[src/rtl/hex_display_scan_if.sv]
// Value/enable in, segment/anode drive out for the 4-digit hex scanner.
// The source side (counter or bench) uses master; the scanner uses slave.
interface hex_display_scan_if;
  logic [15:0] value;
  logic        enable;
  logic [6:0]  seg;
  logic [3:0]  an;
  logic        frame_start;

  modport master (
    output value,
    output enable,
    input  seg,
    input  an,
    input  frame_start
  );

  modport slave (
    input  value,
    input  enable,
    output seg,
    output an,
    output frame_start
  );
endinterface

[src/rtl/hex_display_scan.sv]
// Time-multiplexed 4-digit hex display driver with per-frame value capture,
// one dark cycle per digit slot and optional leading-zero blanking.
module hex_display_scan #(
  parameter int TICK_DIV     = 1000,
  parameter int COMMON_ANODE = 1,
  parameter int BLANK_LZ     = 0
) (
  input logic              clk,
  input logic              rst,
  hex_display_scan_if.slave bus
);

  localparam int           CW      = (TICK_DIV > 2) ? $clog2(TICK_DIV) : 1;
  localparam logic [CW-1:0] LAST   = CW'(TICK_DIV - 1);
  localparam logic [6:0]   SEG_OFF = (COMMON_ANODE != 0) ? 7'h7F : 7'h00;
  localparam logic [3:0]   AN_OFF  = (COMMON_ANODE != 0) ? 4'hF : 4'h0;

  logic [CW-1:0] div_cnt_q, div_cnt_d;
  logic [1:0]    digit_q, digit_d;
  logic [15:0]   shadow_q, shadow_d;
  logic [6:0]    seg_q, seg_d;
  logic [3:0]    an_q, an_d;
  logic          frame_start_q, frame_start_d;

  logic [3:0]    nibble;
  logic          upperZero;
  logic [6:0]    segRaw;
  logic [3:0]    anRaw;

  function automatic logic [6:0] hexCode(input logic [3:0] n);
    logic [6:0] c;
    c = 7'b0000000;
    unique case (n)
      4'h0: c = 7'b0111111;
      4'h1: c = 7'b0000110;
      4'h2: c = 7'b1011011;
      4'h3: c = 7'b1001111;
      4'h4: c = 7'b1100110;
      4'h5: c = 7'b1101101;
      4'h6: c = 7'b1111101;
      4'h7: c = 7'b0000111;
      4'h8: c = 7'b1111111;
      4'h9: c = 7'b1101111;
      4'hA: c = 7'b1110111;
      4'hB: c = 7'b1111100;
      4'hC: c = 7'b0111001;
      4'hD: c = 7'b1011110;
      4'hE: c = 7'b1111001;
      4'hF: c = 7'b1110001;
    endcase
    return c;
  endfunction

  // Digit 0 never blanks; higher digits blank only while everything above is zero.
  always_comb begin
    nibble    = shadow_q[3:0];
    upperZero = 1'b0;
    unique case (digit_q)
      2'd0: begin
        nibble    = shadow_q[3:0];
        upperZero = 1'b0;
      end
      2'd1: begin
        nibble    = shadow_q[7:4];
        upperZero = (shadow_q[15:4] == 12'd0);
      end
      2'd2: begin
        nibble    = shadow_q[11:8];
        upperZero = (shadow_q[15:8] == 8'd0);
      end
      2'd3: begin
        nibble    = shadow_q[15:12];
        upperZero = (shadow_q[15:12] == 4'd0);
      end
    endcase
    segRaw = ((BLANK_LZ != 0) && upperZero) ? 7'b0000000 : hexCode(nibble);
    anRaw  = 4'b0001 << digit_q;
  end

  always_comb begin
    div_cnt_d     = div_cnt_q;
    digit_d       = digit_q;
    shadow_d      = shadow_q;
    frame_start_d = 1'b0;
    seg_d         = SEG_OFF;
    an_d          = AN_OFF;
    if (bus.enable) begin
      if (div_cnt_q == '0 && digit_q == 2'd0) begin
        shadow_d      = bus.value;
        frame_start_d = 1'b1;
      end
      if (div_cnt_q == LAST) begin
        div_cnt_d = '0;
        digit_d   = digit_q + 2'd1;
      end else begin
        div_cnt_d = div_cnt_q + 1'b1;
      end
      // Slot offset 0 stays dark so the previous digit's pattern never ghosts.
      if (div_cnt_q != '0) begin
        an_d  = (COMMON_ANODE != 0) ? ~anRaw : anRaw;
        seg_d = (COMMON_ANODE != 0) ? ~segRaw : segRaw;
      end
    end
  end

  always_ff @(posedge clk or posedge rst) begin
    if (rst) begin
      div_cnt_q     <= '0;
      digit_q       <= 2'd0;
      shadow_q      <= 16'd0;
      seg_q         <= SEG_OFF;
      an_q          <= AN_OFF;
      frame_start_q <= 1'b0;
    end else begin
      div_cnt_q     <= div_cnt_d;
      digit_q       <= digit_d;
      shadow_q      <= shadow_d;
      seg_q         <= seg_d;
      an_q          <= an_d;
      frame_start_q <= frame_start_d;
    end
  end

  assign bus.seg         = seg_q;
  assign bus.an          = an_q;
  assign bus.frame_start = frame_start_q;

endmodule

[src/flat_wrapper.sv]
// flat-port wrapper written by rule: the top's interface ports become plain ports
module hex_display_scan_flat 
#(
  parameter int TICK_DIV     = 1000,
  parameter int COMMON_ANODE = 1,
  parameter int BLANK_LZ     = 0
)
  (clk, rst, bus_value, bus_enable, bus_seg, bus_an, bus_frame_start);
  hex_display_scan_if bus_i ();
  input logic clk;
  input logic rst;
  input wire logic [$bits(bus_i.value)-1:0] bus_value;
  input wire logic [$bits(bus_i.enable)-1:0] bus_enable;
  output wire logic [$bits(bus_i.seg)-1:0] bus_seg;
  output wire logic [$bits(bus_i.an)-1:0] bus_an;
  output wire logic [$bits(bus_i.frame_start)-1:0] bus_frame_start;
  assign bus_i.value = bus_value;
  assign bus_i.enable = bus_enable;
  assign bus_seg = bus_i.seg;
  assign bus_an = bus_i.an;
  assign bus_frame_start = bus_i.frame_start;
  hex_display_scan #(.TICK_DIV(TICK_DIV), .COMMON_ANODE(COMMON_ANODE), .BLANK_LZ(BLANK_LZ)) u_core (.clk(clk), .rst(rst), .bus(bus_i));
endmodule
[config.mk]
export PLATFORM = sky130hd
export DESIGN_NAME = hex_display_scan_flat
export DESIGN_NICKNAME = d
export VERILOG_FILES = /design/src/rtl/hex_display_scan_if.sv /design/src/rtl/hex_display_scan.sv /design/src/flat_wrapper.sv
export SDC_FILE = /design/constraint.sdc
export NUM_CORES = 1
export LEC_CHECK = 0
export BUFFER_PORTS_ARGS = -buffer_cell sky130_fd_sc_hd__buf_4
export CORE_AREA = 2 2 78 80
export CTS_CLUSTER_SIZE = 24
export DETAILED_ROUTE_END_ITERATION = 10
export DIE_AREA = 0 0 80 82
export GPL_ROUTABILITY_DRIVEN = 0
export GPL_TIMING_DRIVEN = 0
export SLEW_MARGIN = 10
export SYNTH_ARGS = -nofsm -noshare
export SYNTH_HDL_FRONTEND = slang
export SYNTH_SLANG_ARGS = --single-unit
export TNS_END_PERCENT = 30
[constraint.sdc]
create_clock -name clk -period 2 [get_ports clk]
set_clock_uncertainty 0.15 [all_clocks]
set_input_delay 0.2 -clock clk [delete_from_list [all_inputs] [get_ports clk]]
set_output_delay 0.2 -clock clk [all_outputs]
set_load 0.01 [all_outputs]
======== After elaboration in Yosys (flattened, before gate mapping) ========
Memories as Yosys holds them, arrays and structs flattened.
Cells that the tools add are included.
storage, ports and cells
  input port bits ......................... 19
  output and inout bits ................... 12
  register bits after elaboration ......... 40
  word-level logic and storage cells ...... 30
  ROM bits ................................ 112
  memories ................................ 1
cells by class
  add/subtract/negate cells ............... 2
  reductions and logical operators ........ 6
  bitwise logic cells ..................... 2
  equal/unequal tests ..................... 4
  shifts and indexed selects .............. 1
  mux-type cells .......................... 8
memories
  memory           words  width  read ports  clocked after Yosys merged registers in  wr ports  line                    source
  (no name shown)  16     7      1           0                                        0         hex_display_scan.sv:33  unique case (n)
operators by type and width
  operator                                                           number
  4-bit case mux with 4 select lines                                 1
  7-bit two-way mux                                                  2
  10-bit by 1-bit adder with 10-bit output, second input constant    1
  10-bit == test, second input constant                              1
  10-bit zero test                                                   1
  10-bit two-way mux                                                 1
  10-bit nonzero test                                                1
  4-bit two-way mux                                                  2
  7-bit inverter                                                     1
  2-bit == test, second input constant                               2
  4-bit inverter                                                     1
  2-bit AND reduction                                                2
  1-bit by 2-bit left shift with 4-bit output, first input constant  1
  2-bit by 1-bit adder with 2-bit output, second input constant      1
  2-bit by 1-bit == test with 1-bit output, second input constant    1
  2-bit zero test                                                    1
  1-bit two-way mux                                                  2
  1-bit logical AND                                                  1

======== Depth between registers and ports, before layout ========
Gate-level depths: netlist of the first run.
An unclocked memory read counts as a cell.
  depth after elaboration ................. 6
  mapped depth ............................ 9

======== Worst setup path after synthesis of the first run ========
OpenSTA, ideal clock, no wires.
  kind .................................... register -> register
  start ................................... register u_core.digit_q[0]
  end ..................................... register u_core.seg_q[3] (netlist: u_core.bus.seg[3])
  buffers on the path ..................... 1
  path slack .............................. -168 ps
  stages on the path, launching flop included .. 10
  library setup time ...................... 90 ps
  data required time ...................... 1,760 ps
  clock period less this slack ............ 2,168 ps
  data arrival time ....................... 1,928 ps
  cell sequence ........................... dfrtp_1 inv_1 ha_1 clkbuf_2 mux2i_1 inv_1 ha_1 a21oi_1 a32o_1 nand2_1
on the way
  longest elaborated chain between the ends .. 6
  elaborated cells on any way between the ends .. 9
  classes of those cells .................. eq/ne: 3; mux: 3; bitwise: 1; reduce/logical: 1; memory: 1
ends and longest elaborated chain
  element                                 line                     source
  start, declared                         hex_display_scan.sv:19   logic [1:0] digit_q, digit_d;
  start signal, assigned                  hex_display_scan.sv:116  digit_q <= digit_d;
  2-bit == test (tied with other cells)   n/a
  4-bit case mux with 4 select lines (*)  hex_display_scan.sv:58   unique case (digit_q)
  memory read 16 x 7 bit (*)              n/a
  7-bit inverter (*)                      hex_display_scan.sv:101  seg_d = (COMMON_ANODE != 0) ? ~segRaw : segRaw;
  7-bit two-way mux (*)                   hex_display_scan.sv:99   if (div_cnt_q != '0) begin
  7-bit two-way mux (*)                   hex_display_scan.sv:87   if (bus.enable) begin
  named net u_core.seg_d[3]               hex_display_scan.sv:21   logic [6:0] seg_q, seg_d;
  end signal, assigned                    hex_display_scan.sv:118  seg_q <= seg_d;
  end, declared                           hex_display_scan.sv:21
Mark *: on every way through the listed nets, which the timed path passes. The rest lies on a longest branch.
A chain may end at the register's enable or synchronous reset.

======== Final worst setup path of the first run ========
  start ................................... register u_core.digit_q[1]
  end ..................................... register u_core.seg_q[5] (netlist: u_core.bus.seg[5])
The elaborated chain is that of the path after synthesis.

==> results by group, run 1 <==
Synthesis
  – Synth top area cells: dfrtp_1 37%, dfstp_2 15%, mux2_2 8.6%
  – Syn nets: 207
  – Unique masters post-synth: 32
  – Synthesized area per cell: about 11 um2
  – Synth Area in XOR/XNOR: 3.57%
  – Compound-Gate Fraction of Synth Area: a little under a tenth
  – Cell area after synthesis: 1960 um2
  – Synthesis-stage register bit count: 40
  – Cells after Synth: around 180
  – Prevailing post-synth register cell: dfrtp_1
  – Area share of the largest cell type after synthesis: a little under two fifths
  – Warnings from Yosys: 0
  – EDFF count, synth: 0
  – Async SR Flop Fraction: 100%
  – Synth Area in Adders: 8.28%
  – Largest area contributor in the netlist: dfrtp_1
  – Simple-gate area share of the yosys netlist: 11.6%
  – Post-synthesis mux area share: between 10% and 20%
  – Register area share after synthesis: 51.7%
  – Largest family of logic cells by synthesized area: simple AND/OR/NAND/NOR gates

Finish
  – Commonest non-fill, non-tap cell in the layout: buf_4
  – Fin area: 2860 um2
  – Share of cells above drive strength 1: 45.1%
  – Final cell count without fillers: around 320
  – Final nets: 275
  – Most frequent cells in the layout: 45 x buf_4, 27 x dfrtp_1, 17 x nand2_1, 17 x dlygate4sd3_1, 15 x mux2_2
  – Post-Route Utilization: 49.8%
  – Number of diodes: 0
  – Area grow syn2layout: 45.7%

Timing
  – Min Tclk post-route: around 2.2 ns
  – Final worst slack: -0.244 ns
  – Max_slew headroom: 66.3%
  – Final setup TNS: -1.35 ns
  – RSZ-0062 raised after global routing: yes
  – Endpoints failing hold: 0
  – Tightest Pin Transition: 0.506 ns
  – Setup violators final: 7
  – F_max: 446 MHz
  – Fin crit share: 112%
  – Final Max Tran Viols: 0

Setup path
  – Critical path data required time: between 2 and 2.5 ns
  – Crit path kind: reg2reg
  – CP Data Arrival Time: 2.30 ns
  – Crit end category: flop
  – FF-to-FF setup slack: -0.24 ns
  – Worst-path maximum fanout: 6
  – CP startpoint kind: flop

Power
  – VDD IR-drop max: 0.377 mV
  – Total power: between 1500 and 2000 uW
  – LEAKAGE: between 0.001 and 0.0015 uW
  – PD cells: 678 nW/um2

Global routing
  – Global-route usage over all layers: 13.5%
  – Largest net degree at the start of global routing: 31
  – Initial antenna violation count: 0
  – Global route overflow: 0
  – GR Layer Usage met1: between 10% and 20%
  – Gr busiest metal: met2
  – Vias in the first global route: 1,442
  – Met3 GRT Util: 3.63%
  – M2 GR Usage: 20.5%
  – First-pass GRT wire length: 6780 um

Detailed routing
  – Final wirelength: between 4000 and 5000 um
  – Vias per Instance: 4.85
  – DRC: 0
  – Router iterations before antenna repair: 4
  – DR WL/cell: 13.4 um
  – Via count: 1,547
  – Final antenna-violating net count: 0
  – Initial DRC Count: 81

Clock network
  – Sink Count: 40
  – CTS buffer count: 5
  – H-tree depth: 2
  – Clock transition at path regs: 0.08 ns
  – Root buffer cell: clkbuf_8
  – CTS tree: done
  – Later-pin clock latency in the skew report: 0.29 ns
  – CTS max path bufs: 2

Hold path
  – Hold WC Path Type: in2reg

Die
  – Die Ht: between 80 and 90 um
  – Die Wd: ~80 um
  – Initial Utilization: 34.2%
  – Die area: 6560 um2
  – FP Rows: 28
  – I/O pins: 31
  – Core footprint: about 5700 um2

Status
  – Outcome: finished, violations left
  – Failing checks: setup timing

Placed design
  – Cell count after placement: 281
  – Area after DPL: 2330 um2
  – Port Buf Inserts: 30
  – Hpwl dp: 2750 um

Run
  – Maxcap violations: 0
==> registers in the layout, summed over array words and instances (netlist names) <==
signal / flops
u_core.bus.an: 4
u_core.bus.frame_start: 1
u_core.bus.seg: 7
u_core.digit_q: 2
u_core.div_cnt_q: 10
u_core.shadow_q: 16
==> cell families (layout without fill, tap and decap cells) <==
group | Yosys count | in the layout
XOR/XNOR | 8 | 8
adder cells (fa/ha/maj) | 13 | 13
AO/OA/AOI/OAI | 26 | 26
AND/OR/NAND/NOR | 48 | 48
flip-flops | 40 | 40
buffers and inverters | 20 | 89
multiplexers | 20 | 20
==> timing repair <==
item	in CTS	in global routing
endpoints found under the hold margin	53	0
hold buffers	17	0
setup buffers	9	4
resized for setup	13	15
pin swaps	7	13
setup endpoints to repair	7	19
==> stage by stage <==
stage	hold WS, ns	worst slack [ns]
after floorplan	0.167	-0.0568
after global placement	0.255	-0.293
after detailed placement	0.00720	-0.314
after CTS	0.0456	-0.217
after global routing	0.0570	-0.346
final	0.0576	-0.244
==> worst max-delay path, cell delays in order (launching register included) <==
cell      delay [ns]
dfrtp_2         0.43
inv_2           0.08
ha_4            0.18
a222oi_1        0.50
mux2i_4         0.20
ha_2            0.25
nor2b_4         0.13
a21oi_2         0.13
o221ai_2        0.13
==> layout make-up <==
class                   count  area [um2]
repair buffers             61         517
flip-flops and latches     40        1020
inverters                  13        51.3
multi-input cells         115        1010
well taps                  75        93.8
clock inverters             1        30.0
clock buffers               7        96.3
plain buffers               7        43.8
fillers                   544        2880
==> per-layer routing <==
layer	vias to the layer above	share of wire, %
li1	748	-
met1	755	46
met2	38	48
met3	6	3.8
met4	0	1.9
met5	-	0
==> cells in the mapped netlist, drive strengths merged, types with 3 or more instances <==
master / count
nand2: 17
mux2i: 5
a21oi: 5
buf: 5
dfrtp: 29
nor2: 11
inv: 13
xnor2: 6
nand4: 4
nand3: 5
a222oi: 4
o211ai: 3
ha: 13
dfstp: 11
o221ai: 4
o21ai: 7
mux2: 15
==> power by group <==
part	internal, uW	switching (uW)
sequential	880	87.2
clock	441	283
combinational	139	111
==> final timing paths <==
| kind | start | endpoint | cells past startpoint |
|---|---|---|---|
| worst max-delay path | u_core.digit_q[1] | u_core.bus.seg[5] | 8 |
| worst min-delay path | bus_enable | u_core.bus.frame_start | 3 |
| worst max register to register | u_core.digit_q[1] | u_core.bus.seg[5] | 8 |
| worst min register to register | u_core.shadow_q[6] | u_core.shadow_q[6] | 1 |
| max in group asynchronous | rst | u_core.bus.an[3] | 4 |
| min in group asynchronous | rst | u_core.shadow_q[0] | 3 |
Power figures use the tool's default switching activity.
==> run 2: changes to the inputs <==
Settings changed: REMOVE_ABC_BUFFERS set to 1.
Clock period 2 ns to 2.7 ns, I/O delays scaled along.
==> run 2 against run 1 <==
Effect of this change: the run now ends clean; critical path type unchanged; maximum frequency fell by 7.6%; power fell by 21%; critical path depth did not move; largest power group unchanged.
==> results by group, run 2 (synthesis gave the netlist of run 1 again) <==
Setup path
  – Crit end category: flop
  – CP Data Arrival Time: 2.51 ns
  – Worst-path maximum fanout: 5
  – Critical path data required time: roughly 2.8 ns
  – Crit path kind: reg2reg
  – CP startpoint kind: flop

Power
  – LEAKAGE: 0.00108 uW
  – Total power: 1540 uW
  – PD cells: 633 nW/um2
  – VDD IR-drop max: 0.321 mV

Finish
  – Final nets: 239
  – Share of cells above drive strength 1: 32.7%
  – Max reg flops: 16
  – Register name with the most flops: u_core.shadow_q
  – Number of diodes: 0
  – Most frequent cells in the layout: 30 x buf_4, 29 x dfrtp_1, 17 x nand2_1
  – Commonest non-fill, non-tap cell in the layout: buf_4
  – Area grow syn2layout: 23.9%

Die
  – Die Wd: 80 um
  – Die Ht: 82 um
  – FP Rows: 28
  – Initial Utilization: between 30% and 40%
  – Die area: 6560 um2
  – Core footprint: between 5000 and 6000 um2
  – I/O pins: 31

Detailed routing
  – Final antenna-violating net count: 0
  – Initial DRC Count: 123
  – DRC: 0
  – DR WL/cell: 12.7 um
  – Vias per Instance: about 4.8
  – Final wirelength: 3590 um
  – Via count: 1,345
  – Router iterations before antenna repair: 5

Hold path
  – Hold WC Path Type: in2reg

Global routing
  – Vias in the first global route: 1,303
  – Initial antenna violation count: 0
  – Largest net degree at the start of global routing: 32
  – Global route overflow: 0
  – Global-route usage over all layers: 12.6%
  – First-pass GRT wire length: 6250 um

Status
  – Outcome: finished clean

Clock network
  – Root buffer cell: clkbuf_8
  – Later-pin clock latency in the skew report: 0.29 ns
  – Clock transition at path regs: 0.08 ns
  – CTS buffer count: 5
  – CTS max path bufs: 2
  – Sink Count: 40
  – H-tree depth: 2
  – CTS resizes: 0
  – CTS tree: done
  – Setup Buffers After CTS: 0
  – Post-CTS Hold Fix Bufs: 1

Timing
  – Final setup TNS: 0 ns
  – Max_slew headroom: between 40% and 50%
  – Setup violators final: 0
  – RSZ-0062 raised after global routing: no
  – F_max: 412 MHz
  – Fin crit share: 90.0%
  – Final Max Tran Viols: 0
  – Endpoints failing hold: 0
  – Min Tclk post-route: 2.43 ns
  – Tightest Pin Transition: 0.806 ns

Placed design
  – Hpwl dp: 2580 um
  – Port Buf Inserts: 30

Run
  – Maxcap violations: 0
## run 2: changes by cell type in the layout (fill, tap and decap cells not counted), sizes merged
cell         delta
buf            -18
dlygate4sd3    -16
clkbuf          -4
bufinv          +2
## run 2: path summary, 6_finish.rpt
path / start / endpoint / slack, ns / cells after the start
worst max-delay path: u_core.digit_q[0] / u_core.bus.seg[3] / 0.27 / 8
min in group asynchronous: rst / u_core.shadow_q[3] / 0.29 / 3
max in group asynchronous: rst / u_core.bus.seg[1] / 1.61 / 4
worst min-delay path: bus_value[2] / u_core.shadow_q[2] / 0.03 / 3
worst max register to register: u_core.digit_q[0] / u_core.bus.seg[3] / 0.27 / 8
worst min register to register: u_core.shadow_q[14] / u_core.shadow_q[14] / 0.36 / 1
## run 2: per-stage QoR
stage	util, %	std cells	worst slack (ns)	area, um2	hold slack [ns]
5_1_grt	42.4	283	0.0753	2430	0.0285
4_1_cts	42.4	283	0.249	2430	0.0198
3_3_place_gp	39.0	273	0.0270	2240	0.324
3_5_place_dp	39.4	274	0.299	2260	0.0575
6_report	42.4	283	0.271	2430	0.0271
2_1_floorplan	-	168	0.448	1920	0.181
## run 2: where the power goes
part | switching [uW] | internal, uW | total, uW
Combinational | 76.7 | 83.1 | 160
Clock | 210 | 462 | 672
Sequential | 58.1 | 652 | 710
## run 2: metal layers
metal  part of all wire (%)  up-vias  routed length, um  global-route usage [%]
met5                      0        -                  0                       0
met4                    2.2        0                 78                    6.10
met3                    4.9        5                175                    3.63
met2                     45       35               1620                    18.3
met1                     48      636               1720                    17.2
li1                       -      669                  -                       -
## run 2: critical path: stages (launching register included)
cell	delay [ns]
dfrtp_1	0.41
inv_1	0.15
ha_1	0.34
mux2i_1	0.44
inv_1	0.18
ha_1	0.33
a21oi_1	0.06
a32o_1	0.24
nand2_1	0.06
## run 2: layout make-up
type	count	area [um2]
clock buffers	5	68.8
clock inverters	3	90.1
fillers	546	3310
inverters	13	48.8
multi-input cells	115	862
flip-flops and latches	40	1010
well taps	75	93.8
repair buffers	32	255
==> run 3: changes to the inputs <==
Settings changed: PLACE_DENSITY set to 0.51.
==> run 3 against run 2 <==
Effect of this change: first-iteration DRC count shrank 70%; via count rose by 2.3%; sequential share of layout area rose by 0.94 points; largest cell class unchanged; wire length rose by 3.6%.
==> results by group, run 3 (synthesis gave the netlist of run 1 again) <==
Setup path
  – Crit end category: flop
  – Critical path data required time: about 2.8 ns
  – Worst-path maximum fanout: 5
  – CP startpoint kind: flop
  – FF-to-FF setup slack: approximately 0.22 ns
  – CP Data Arrival Time: 2.53 ns
  – Crit path kind: reg2reg

Finish
  – Area grow syn2layout: 21.1%
  – Max reg flops: 16
  – Commonest non-fill, non-tap cell in the layout: buf_4
  – Most frequent cells in the layout: 30 x buf_4, 29 x dfrtp_1, 17 x nand2_1
  – Register name with the most flops: u_core.shadow_q
  – Number of diodes: 0
  – Final nets: 239
  – Final cell count without fillers: 283
  – Share of cells above drive strength 1: between 30% and 40%
  – Post-Route Utilization: between 40% and 50%

Detailed routing
  – Final wirelength: 3720 um
  – Vias per Instance: roughly 4.9
  – Initial DRC Count: 37
  – DRC: 0
  – DR WL/cell: 13.1 um
  – Router iterations before antenna repair: 4
  – Final antenna-violating net count: 0
  – Via count: approximately 1,400

Clock network
  – Clock transition at path regs: 0.08 ns
  – CTS max path bufs: 2
  – Sink Count: 40
  – Later-pin clock latency in the skew report: 0.29 ns
  – CTS buffer count: 5
  – H-tree depth: 2
  – Root buffer cell: clkbuf_8
  – CTS tree: done

Timing
  – Min Tclk post-route: 2.48 ns
  – Setup violators final: 0
  – Max_slew headroom: a little over two fifths
  – Fin crit share: 91.7%
  – Final Max Tran Viols: 0
  – RSZ-0062 raised after global routing: no
  – Final worst slack: roughly 0.22 ns
  – Tightest Pin Transition: 0.872 ns
  – F_max: 404 MHz
  – Endpoints failing hold: 0

Global routing
  – Global-route usage over all layers: 12.8%
  – Vias in the first global route: approximately 1,300
  – Initial antenna violation count: 0
  – First-pass GRT wire length: 6440 um
  – Global route overflow: 0
  – Largest net degree at the start of global routing: 28

Run
  – Maxcap violations: 0

Power
  – LEAKAGE: 0.00106 uW
  – VDD IR-drop max: 0.288 mV
  – PD cells: about 540 nW/um2
  – Total power: 1290 uW

Die
  – Die Ht: 82 um
  – Die Wd: 80 um
  – FP Rows: 28
  – Die area: 6560 um2
  – I/O pins: 31
  – Initial Utilization: 34.2%
  – Core footprint: 5750 um2

Status
  – Outcome: finished clean

Placed design
  – Pre-CTS setup slack: 0.175 ns
  – Cell count after placement: 274
  – Port Buf Inserts: 30
  – Hpwl dp: between 2000 and 3000 um

Hold path
  – Hold WC Path Type: in2reg
==> run 3: cell count changes in the layout (fill, tap and decap cells not counted) <==
cell        change
mux2i_2         +2
mux2i_1         -2
clkbuf_8        +1
bufinv_16       -3
clkinvlp_4      +2
==> run 3: worst paths after layout <==
| path | endpoint | cells after the start | from |
|---|---|---|---|
| setup / recovery | u_core.bus.seg[3] | 9 | u_core.digit_q[1] |
| hold / removal | u_core.shadow_q[3] | 3 | bus_value[3] |
| setup reg to reg | u_core.bus.seg[3] | 9 | u_core.digit_q[1] |
| hold reg to reg | u_core.shadow_q[14] | 1 | u_core.shadow_q[14] |
| max in group asynchronous | u_core.bus.an[0] | 4 | rst |
| min in group asynchronous | u_core.shadow_q[3] | 3 | rst |
==> run 3: layer usage <==
layer | global-route usage, % | routed length (um)
met1 | 16.4 | 1640
met2 | 21.3 | 1830
met3 | 3.74 | 206
met4 | 3.56 | 46
met5 | 0 | 0
==> run 3: critical path, stage by stage, from the launching register on <==
cell and delay [ns]:
dfrtp_1 0.40, inv_1 0.09, ha_1 0.28, a222oi_1 0.47
mux2i_2 0.21, inv_1 0.17, ha_1 0.27, a21oi_1 0.13
a32o_1 0.16, nand2_1 0.06
==> run 3: cell type report <==
class,instances,area (um2)
clock buffer,6,82.6
clock inverter,2,15.0
fill,583,3370
inverter,13,48.8
multi-input combinational,115,870
sequential,40,1010
tap,75,93.8
timing repair buffer,32,255
==> run 3: repair_timing <==
item	CTS	global route
gates resized for setup	0	2
buffers inserted	0	0
hold buffers	1	0
hold endpoints to repair	3	0
setup endpoints to repair	0	3
==> run 3: report_power, final <==
part	switching (uW)	leakage, uW	internal (uW)
logic	74.6	0.000535	82.7
registers	58.2	0.000480	651
clock network	217	0.0000434	207
==> run 3: metrics by stage <==
step / cell area [um2] / hold WS (ns) / setup TNS, ns
2_1_floorplan: 1920 / 0.181 / 0
3_5_place_dp: 2260 / 0.0946 / 0
4_1_cts: 2370 / 0.0204 / 0
3_3_place_gp: 2240 / 0.327 / -0.337
5_1_grt: 2380 / 0.0432 / 0
6_report: 2380 / 0.0265 / 0
